<file path="src/rtl/ad7606_sched.sv">
// ad7606_sched: AD7606 conversion scheduler with frame capture and show-ahead output FIFO.
// Define AD7606_SCHED_TIMEOUT_EN to add the WAIT-state watchdog (timeout_err).
module ad7606_sched #(
  parameter int CLK_FRE     = 50,
  parameter int SAMPLE_FRE  = 1000,
  parameter int FIFO_DEPTH  = 64,
  parameter int TIMEOUT_CYC = CLK_FRE * 100
) (
  input  logic         clk,
  input  logic         rst_n,
  input  logic         run,
  input  logic         single,
  input  logic [7:0]   ch_mask,
  output logic         adc_start,
  input  logic         adc_done,
  input  logic [127:0] adc_data,
  output logic         out_valid,
  input  logic         out_ready,
  output logic [15:0]  out_data,
  output logic [2:0]   out_ch,
  output logic         out_sof,
  output logic         busy,
  output logic         overrun,
  input  logic         overrun_clr,
  output logic         timeout_err,
  output logic [15:0]  frame_cnt
);
  localparam int PERIOD = CLK_FRE * 1_000_000 / SAMPLE_FRE;
  localparam int TW = $clog2(PERIOD + 1);
  localparam int AW = $clog2(FIFO_DEPTH);
  localparam int CW = AW + 1;

  typedef enum logic [1:0] {IDLE = 2'd0, TRIG = 2'd1, WAIT = 2'd2, UNLOAD = 2'd3} state_t;

  function automatic logic [3:0] popcount8(input logic [7:0] m);
    logic [3:0] c;
    c = 4'd0;
    for (int i = 0; i < 8; i++) c = c + 4'(m[i]);
    return c;
  endfunction

  function automatic logic [2:0] lowest_ch(input logic [7:0] m);
    logic [2:0] c;
    c = 3'd0;
    for (int i = 7; i >= 0; i--) if (m[i]) c = 3'(i);
    return c;
  endfunction

  state_t          state_r, state_next_s;
  logic            run_d_r, done_d_r;
  logic [TW-1:0]   tick_cnt_r;
  logic            tick_s, trig_s, done_rise_s, fit_s, last_s;
  logic [CW-1:0]   count_r, free_s;
  logic [AW-1:0]   wr_ptr_r, rd_ptr_r;
  logic [19:0]     mem_r [FIFO_DEPTH];
  logic [19:0]     head_s, entry_s;
  logic [127:0]    shadow_r;
  logic [7:0]      mask_r;
  logic            sof_r;
  logic [2:0]      cur_ch_s;
  logic            push_s, pop_s, wr_en_s, ovr_set_s, out_valid_s;
  logic            adc_start_r, busy_r, overrun_r;
  logic [15:0]     frame_cnt_r;
  logic            timeout_s;

  // Tick fires on the run rising edge and then every PERIOD cycles.
  always_comb begin
    tick_s      = run & ((run & ~run_d_r) | (tick_cnt_r == TW'(PERIOD)));
    trig_s      = tick_s | single;
    done_rise_s = adc_done & ~done_d_r;
    free_s      = CW'(FIFO_DEPTH) - count_r;
    fit_s       = (ch_mask != 8'd0) && (free_s >= CW'(popcount8(ch_mask)));
    cur_ch_s    = lowest_ch(mask_r);
    last_s      = ((mask_r & ~(8'd1 << cur_ch_s)) == 8'd0);
    entry_s     = {sof_r, cur_ch_s, shadow_r[{cur_ch_s, 4'd0} +: 16]};
  end

  // Tick counter and edge-detect history.
  always_ff @(posedge clk) begin
    if (!rst_n) begin
      run_d_r    <= 1'b0;
      done_d_r   <= 1'b0;
      tick_cnt_r <= {TW{1'b0}};
    end else begin
      run_d_r  <= run;
      done_d_r <= adc_done;
      if (!run)        tick_cnt_r <= {TW{1'b0}};
      else if (tick_s) tick_cnt_r <= TW'(1);
      else             tick_cnt_r <= tick_cnt_r + TW'(1);
    end
  end

`ifdef AD7606_SCHED_TIMEOUT_EN
  localparam int WW = $clog2(TIMEOUT_CYC + 1);
  logic [WW-1:0] wait_cnt_r;
  logic          timeout_err_r;
  assign timeout_s   = (state_r == WAIT) && !done_rise_s && (wait_cnt_r == WW'(TIMEOUT_CYC - 1));
  assign timeout_err = timeout_err_r;
  // WAIT watchdog; restarts on every entry to WAIT.
  always_ff @(posedge clk) begin
    if (!rst_n) begin
      wait_cnt_r    <= {WW{1'b0}};
      timeout_err_r <= 1'b0;
    end else begin
      if (state_r != WAIT) wait_cnt_r <= {WW{1'b0}};
      else                 wait_cnt_r <= wait_cnt_r + WW'(1);
      if (timeout_s) timeout_err_r <= 1'b1;
      else           timeout_err_r <= timeout_err_r;
    end
  end
`else
  assign timeout_s   = 1'b0;
  assign timeout_err = 1'b0;
`endif

  // State register.
  always_ff @(posedge clk) begin
    if (!rst_n) state_r <= IDLE;
    else        state_r <= state_next_s;
  end

  // Next-state logic.
  always_comb begin
    state_next_s = state_r;
    case (state_r)
      IDLE:    if (trig_s) state_next_s = TRIG; else state_next_s = IDLE;
      TRIG:    state_next_s = WAIT;
      WAIT: begin
        if (done_rise_s)    state_next_s = fit_s ? UNLOAD : IDLE;
        else if (timeout_s) state_next_s = IDLE;
        else                state_next_s = WAIT;
      end
      UNLOAD:  if (last_s) state_next_s = IDLE; else state_next_s = UNLOAD;
      default: state_next_s = IDLE;
    endcase
  end

  // Output/datapath decode; a zero-mask drop is silent, a no-space drop is an overrun.
  always_comb begin
    out_valid_s = (count_r != {CW{1'b0}});
    push_s      = (state_r == UNLOAD);
    pop_s       = out_valid_s & out_ready;
    wr_en_s     = push_s && ((count_r != CW'(FIFO_DEPTH)) || pop_s);
    ovr_set_s   = (trig_s && (state_r != IDLE)) ||
                  ((state_r == WAIT) && done_rise_s && (ch_mask != 8'd0) && !fit_s);
    head_s      = mem_r[rd_ptr_r];
  end

  // Frame capture and unload bookkeeping.
  always_ff @(posedge clk) begin
    if (!rst_n) begin
      shadow_r <= 128'd0;
      mask_r   <= 8'd0;
      sof_r    <= 1'b0;
    end else if ((state_r == WAIT) && done_rise_s) begin
      shadow_r <= adc_data;
      mask_r   <= ch_mask;
      sof_r    <= 1'b1;
    end else if (state_r == UNLOAD) begin
      mask_r <= mask_r & ~(8'd1 << cur_ch_s);
      sof_r  <= 1'b0;
    end else begin
      mask_r <= mask_r;
    end
  end

  // FIFO storage (no reset: contents are qualified by count_r).
  always_ff @(posedge clk) begin
    if (wr_en_s) mem_r[wr_ptr_r] <= entry_s;
  end

  // FIFO pointers, fill level and status registers.
  always_ff @(posedge clk) begin
    if (!rst_n) begin
      wr_ptr_r    <= {AW{1'b0}};
      rd_ptr_r    <= {AW{1'b0}};
      count_r     <= {CW{1'b0}};
      adc_start_r <= 1'b0;
      busy_r      <= 1'b0;
      overrun_r   <= 1'b0;
      frame_cnt_r <= 16'd0;
    end else begin
      if (wr_en_s) wr_ptr_r <= wr_ptr_r + AW'(1);
      if (pop_s)   rd_ptr_r <= rd_ptr_r + AW'(1);
      case ({wr_en_s, pop_s})
        2'b10:   count_r <= count_r + CW'(1);
        2'b01:   count_r <= count_r - CW'(1);
        default: count_r <= count_r;
      endcase
      adc_start_r <= (state_next_s == TRIG);
      busy_r      <= (state_next_s != IDLE);
      if (ovr_set_s)        overrun_r <= 1'b1;
      else if (overrun_clr) overrun_r <= 1'b0;
      else                  overrun_r <= overrun_r;
      if (push_s && last_s) frame_cnt_r <= frame_cnt_r + 16'd1;
    end
  end

  assign adc_start = adc_start_r;
  assign busy      = busy_r;
  assign overrun   = overrun_r;
  assign frame_cnt = frame_cnt_r;
  assign out_valid = out_valid_s;
  assign out_data  = out_valid_s ? head_s[15:0]  : 16'd0;
  assign out_ch    = out_valid_s ? head_s[18:16] : 3'd0;
  assign out_sof   = out_valid_s ? head_s[19]    : 1'b0;
endmodule

</file>
<file path="config.mk">
export PLATFORM = sky130hd
export DESIGN_NAME = ad7606_sched
export DESIGN_NICKNAME = d
export VERILOG_FILES = /design/src/rtl/ad7606_sched.sv
export SDC_FILE = /design/constraint.sdc
export NUM_CORES = 2
export LEC_CHECK = 0
export BUFFER_PORTS_ARGS = -buffer_cell sky130_fd_sc_hd__buf_2
export CORE_MARGIN = 8
export CORE_UTILIZATION = 56
export DETAILED_ROUTE_END_ITERATION = 12
export PLACE_DENSITY = 0.79
export SLEW_MARGIN = 0
export SYNTH_ARGS = -nofsm -noshare
export SYNTH_HDL_FRONTEND = slang
export SYNTH_SLANG_ARGS = --single-unit
</file>
<file path="constraint.sdc">
create_clock -name clk -period 4.75 [get_ports clk]
set_input_delay 0.2375 -clock clk [delete_from_list [all_inputs] [get_ports clk]]
set_output_delay 0.2375 -clock clk [all_outputs]
set_load 0.01 [all_outputs]
</file>
==> flow_results.org <==
** Place
- Post-detail-place hpwl :: 90400 um
- The count of buffers added on input and output ports is roughly 180.
- Pre-CTS setup slack :: about 0.66 ns
- At the end of routability-driven placement, the weighted congestion stood at 0.879.

** Die
- The total area inside the core boundary comes to 103000 um^2.
- Vertical die dimension :: roughly 340 um
- The floorplan step defined a die boundary enclosing between 100000 and 150000 um^2.
- The floorplan has 118 rows.
- Once the floorplan was initialized, standard cells occupied 56.5% of the core.
- Width of the chip :: approximately 340 um
- 184 I/O pins were placed.

** Worst setup path
- Arrival @ worst endpoint :: between 4 and 5 ns
- Setup crit start kind :: flip-flop
- For the worst setup path, the data required time is 4.51 ns.
- Worst setup path category :: reg2out
- Along the worst path, the maximum fanout reaches 14.
- Critical Path Sink Type :: primary output
- Crit-path cells :: nor2_1 > nand2_1 > o22ai_1 > o41ai_1 > buf_2
- Largest stage delay on the critical path :: about 1.1 ns
- On the critical path, the stage with the largest delay is an instance of o41ai_1.

** STA
- The clock period could shrink to 4.36 ns.
- Measured slew at the worst slew-check pin :: 1.35 ns
- Final number of max-transition violations :: 0
- Worst slew margin :: 10.1%
- Setup slack on the critical path of the routed design comes to 0.389 ns.
- Setup total negative slack on the finished layout was measured at 0 ns.
- Count of final hold-check violations :: 0
- Highest attainable clock frequency :: about 0.23 GHz
- The worst path uses 91.8% of the clock period.
- Setup violations, final :: 0
- Worst Clk Skew :: 0.0233 ns
- Setup repair after global routing left no endpoint under its margin.

** Power and ir drop
- Power per standard cell area :: 485 nW/um^2
- P_leak :: roughly 23 nW
- IR analysis of the VDD net gives a maximum drop of slightly above 0.0004 V.

** Synthesis
- Summing the sequential cell areas from Yosys gives around 73% of the chip area.
- Asr flop ratio synth :: 0%
- After synthesis the cells add up to 58400 um^2.
- Yosys printed 0 warnings.
- Synthesis instantiated 77 different standard cells from the library.
- Predominant post-synthesis flop cell :: edfxtp_1
- Synthesis produced 3236 cells.
- The synthesized design contains around 1500 register bits.
- The synthesized design contains 1280 enable-type register cells.
- Synthesized area per cell :: 18.1 um^2
- When the netlist entered floorplanning its net count stood at around 3400.

** Clock tree
- Clock Root Buffer :: clkbuf_16
- Clock slew seen by the registers of the worst setup and hold paths :: 0.06 ns
- Number of H-tree levels :: 4
- The clock passes through at most 3 buffers.
- Post-CTS timing repair inserted 0 buffers for setup.
- Total CTS buffers :: 140
- CTS tree :: yes
- Clock latency reported for the late side of the worst-skew pair :: 0.75 ns
- Clock net sink count :: ~1500
- Number of gates given a new drive strength after cts :: 0

** Detailed routing
- Number of iterations in the first detailed-routing pass :: 7
- The final route contains 34600 vias.
- For this run, design rule violations remaining after detail routing come to 0.
- Mean routed wirelength per cell :: between 30 and 40 um
- Using the TritonRoute via totals, the vias-per-cell ratio works out to 6.71.
- Iteration-0 DRC Markers :: 5135
- Antenna-violating nets left :: 0
- Overall routed net length :: 163000 um

** Global route
- Entering global routing, the biggest net connects 115 pins.
- Initial antenna violation count :: 8
- Global routing usage summed across all routing layers :: 27.7%
- Global-route congestion overflow total :: 0
- The first global-routing pass estimated about 240000 um of wire.
- The via count of the first global-routing pass is 35100.

** Worst hold path
- The path class of the tightest hold or removal check is in2reg.

** Finish
- Area overhead of the layout relative to synthesis :: 16.2%
- Registers take approximately 42000 um^2.
- Cells fill 65.6% of the core in the end.
- Area occupied by multi-input gates :: 15200 um^2
- The filler cells instantiated in the layout total between 6000 and 7000.
- Of the cells placed in the final design, the portion with a size suffix greater than 1 is approximately a quarter.
- Final net count :: 3822

** Status
- Run status :: finished, final reports clean

** Run
- Max-capacitance violation count :: 0
logic make-up after synthesis:
family / count (synthesis) / synth area share, %
fa+ha+maj: 26 / 0.615
mux: 443 / 15.1
xor+xnor: 32 / 0.480
flops: 1481 / 72.7
buf+inv: 243 / 1.95
simple gates: 591 / 4.44
other cells: 1 / 0.00642
compound gates: 419 / 4.78
stage by stage:
step / cell area (um^2) / instances / hold WS, ns / power [mW]
global placement: 61800 / 4754 / 0.440 / 21.4
finish: 67900 / 5155 / 0.0490 / 32.9
detailed placement: 61800 / 4754 / 0.446 / 21.6
global route: 67900 / 5152 / 0.0922 / 33.8
CTS: 67900 / 5149 / 0.00971 / 32.9
floorplan: 58400 / 3236 / 0.359 / 19.5
final cells by class:
type                    count  share of cell area (%)
clock inverters            81                    1.31
multi-input cells        1512                    22.4
well taps                1380                    2.54
inverters                  41                   0.230
repair buffers            479                    5.43
clock buffers             175                    5.50
diodes                      6                  0.0221
flip-flops and latches   1481                    62.6
power breakdown:
| part | total, mW | leakage (nW) | switching, mW | internal (mW) |
|---|---|---|---|---|
| logic | 6.73 | 6.28 | 3.93 | 2.81 |
| clock network | 11.3 | 2.27 | 4.86 | 6.45 |
| registers | 14.9 | 14.0 | 0.192 | 14.7 |
cell usage after synthesis (15+ instances only):
| cell type | count | area [um^2] |
|---|---|---|
| nor2_1 | 129 | 484 |
| nand2_1 | 322 | 1210 |
| and3_1 | 20 | 125 |
| a22oi_1 | 22 | 165 |
| xnor2_1 | 19 | 166 |
| o21ai_0 | 16 | 80.1 |
| clkbuf_1 | 106 | 398 |
| mux2_1 | 16 | 180 |
| buf_1 | 21 | 78.8 |
| nor3_1 | 17 | 85.1 |
| ha_1 | 19 | 238 |
| buf_2 | 37 | 185 |
| o21ai_1 | 15 | 75.1 |
| edfxtp_1 | 1280 | 38400 |
| o211ai_1 | 41 | 308 |
| nand2b_1 | 18 | 113 |
| a211oi_1 | 15 | 113 |
| nand4_1 | 17 | 106 |
| mux4_2 | 347 | 7820 |
| o22ai_1 | 43 | 269 |
| a222oi_1 | 16 | 160 |
| nand3_1 | 19 | 95.1 |
| buf_4 | 28 | 210 |
| dfxtp_1 | 201 | 4020 |
| inv_1 | 38 | 143 |
| a21oi_1 | 151 | 756 |
| mux2i_1 | 79 | 791 |
registers in the layout, summed over array words and instances (netlist names), named ones only:
name / flops
mem_r: 1280
shadow_r: 128
frame_cnt: 16
tick_cnt_r: 16
mask_r: 8
count_r: 7
rd_ptr_r: 6
wr_ptr_r: 6
state_r: 2
adc_start: 1
busy: 1
done_d_r: 1
overrun: 1
run_d_r: 1
sof_r: 1
final timing paths:
kind,startpoint,endpoint,slack [ns],depth (start not counted)
min,ch_mask[5],mask_r[5]$_SDFFE_PN0P_,0.05,5
max,flip-flop,out_data[10],0.39,5
max reg2reg,mask_r[6]$_SDFFE_PN0P_,mem_r[6][10]$_DFFE_PP_,1.09,8
min reg2reg,shadow_r[38]$_SDFFE_PN0P_,shadow_r[38]$_SDFFE_PN0P_,0.45,2
worst max-delay path: cells and delay by family (launching register included):
| family | cells | cell delay [ns] |
|---|---|---|
| simple gates | 2 | 0.87 |
| flops | 1 | 0.78 |
| compound gates | 2 | 1.43 |
| buf+inv | 1 | 0.30 |
per-layer routing:
| metal | vias to the layer above | global-route usage, % | routed length (um) |
|---|---|---|---|
| met5 | - | 0 | 13 |
| li1 | 13800 | - | - |
| met2 | 2862 | 44.5 | 77900 |
| met3 | 541 | 7.13 | 20600 |
| met1 | 17400 | 35.0 | 55000 |
| met4 | 2 | 14.0 | 9090 |
layout by cell type (no fill, tap or decap), types with 37 or more instances in the layout:
cell,netlist,routed
a21oi_1,151,151
buf_2,37,182
buf_4,28,142
clkbuf_16,0,141
dfxtp_1,201,196
dlygate4sd3_1,0,139
edfxtp_1,1280,1280
inv_1,38,37
mux2i_1,79,79
mux4_2,347,347
nand2_1,322,321
nor2_1,129,64
nor2_2,0,65
o211ai_1,41,41
o22ai_1,43,43
timing repair:
item                                    4_1_cts  5_1_grt
endpoints found under the setup margin        0        0
hold buffers                                139        0
endpoints found under the hold margin       146        0
No activity file was read; power rests on OpenSTA's default activity.
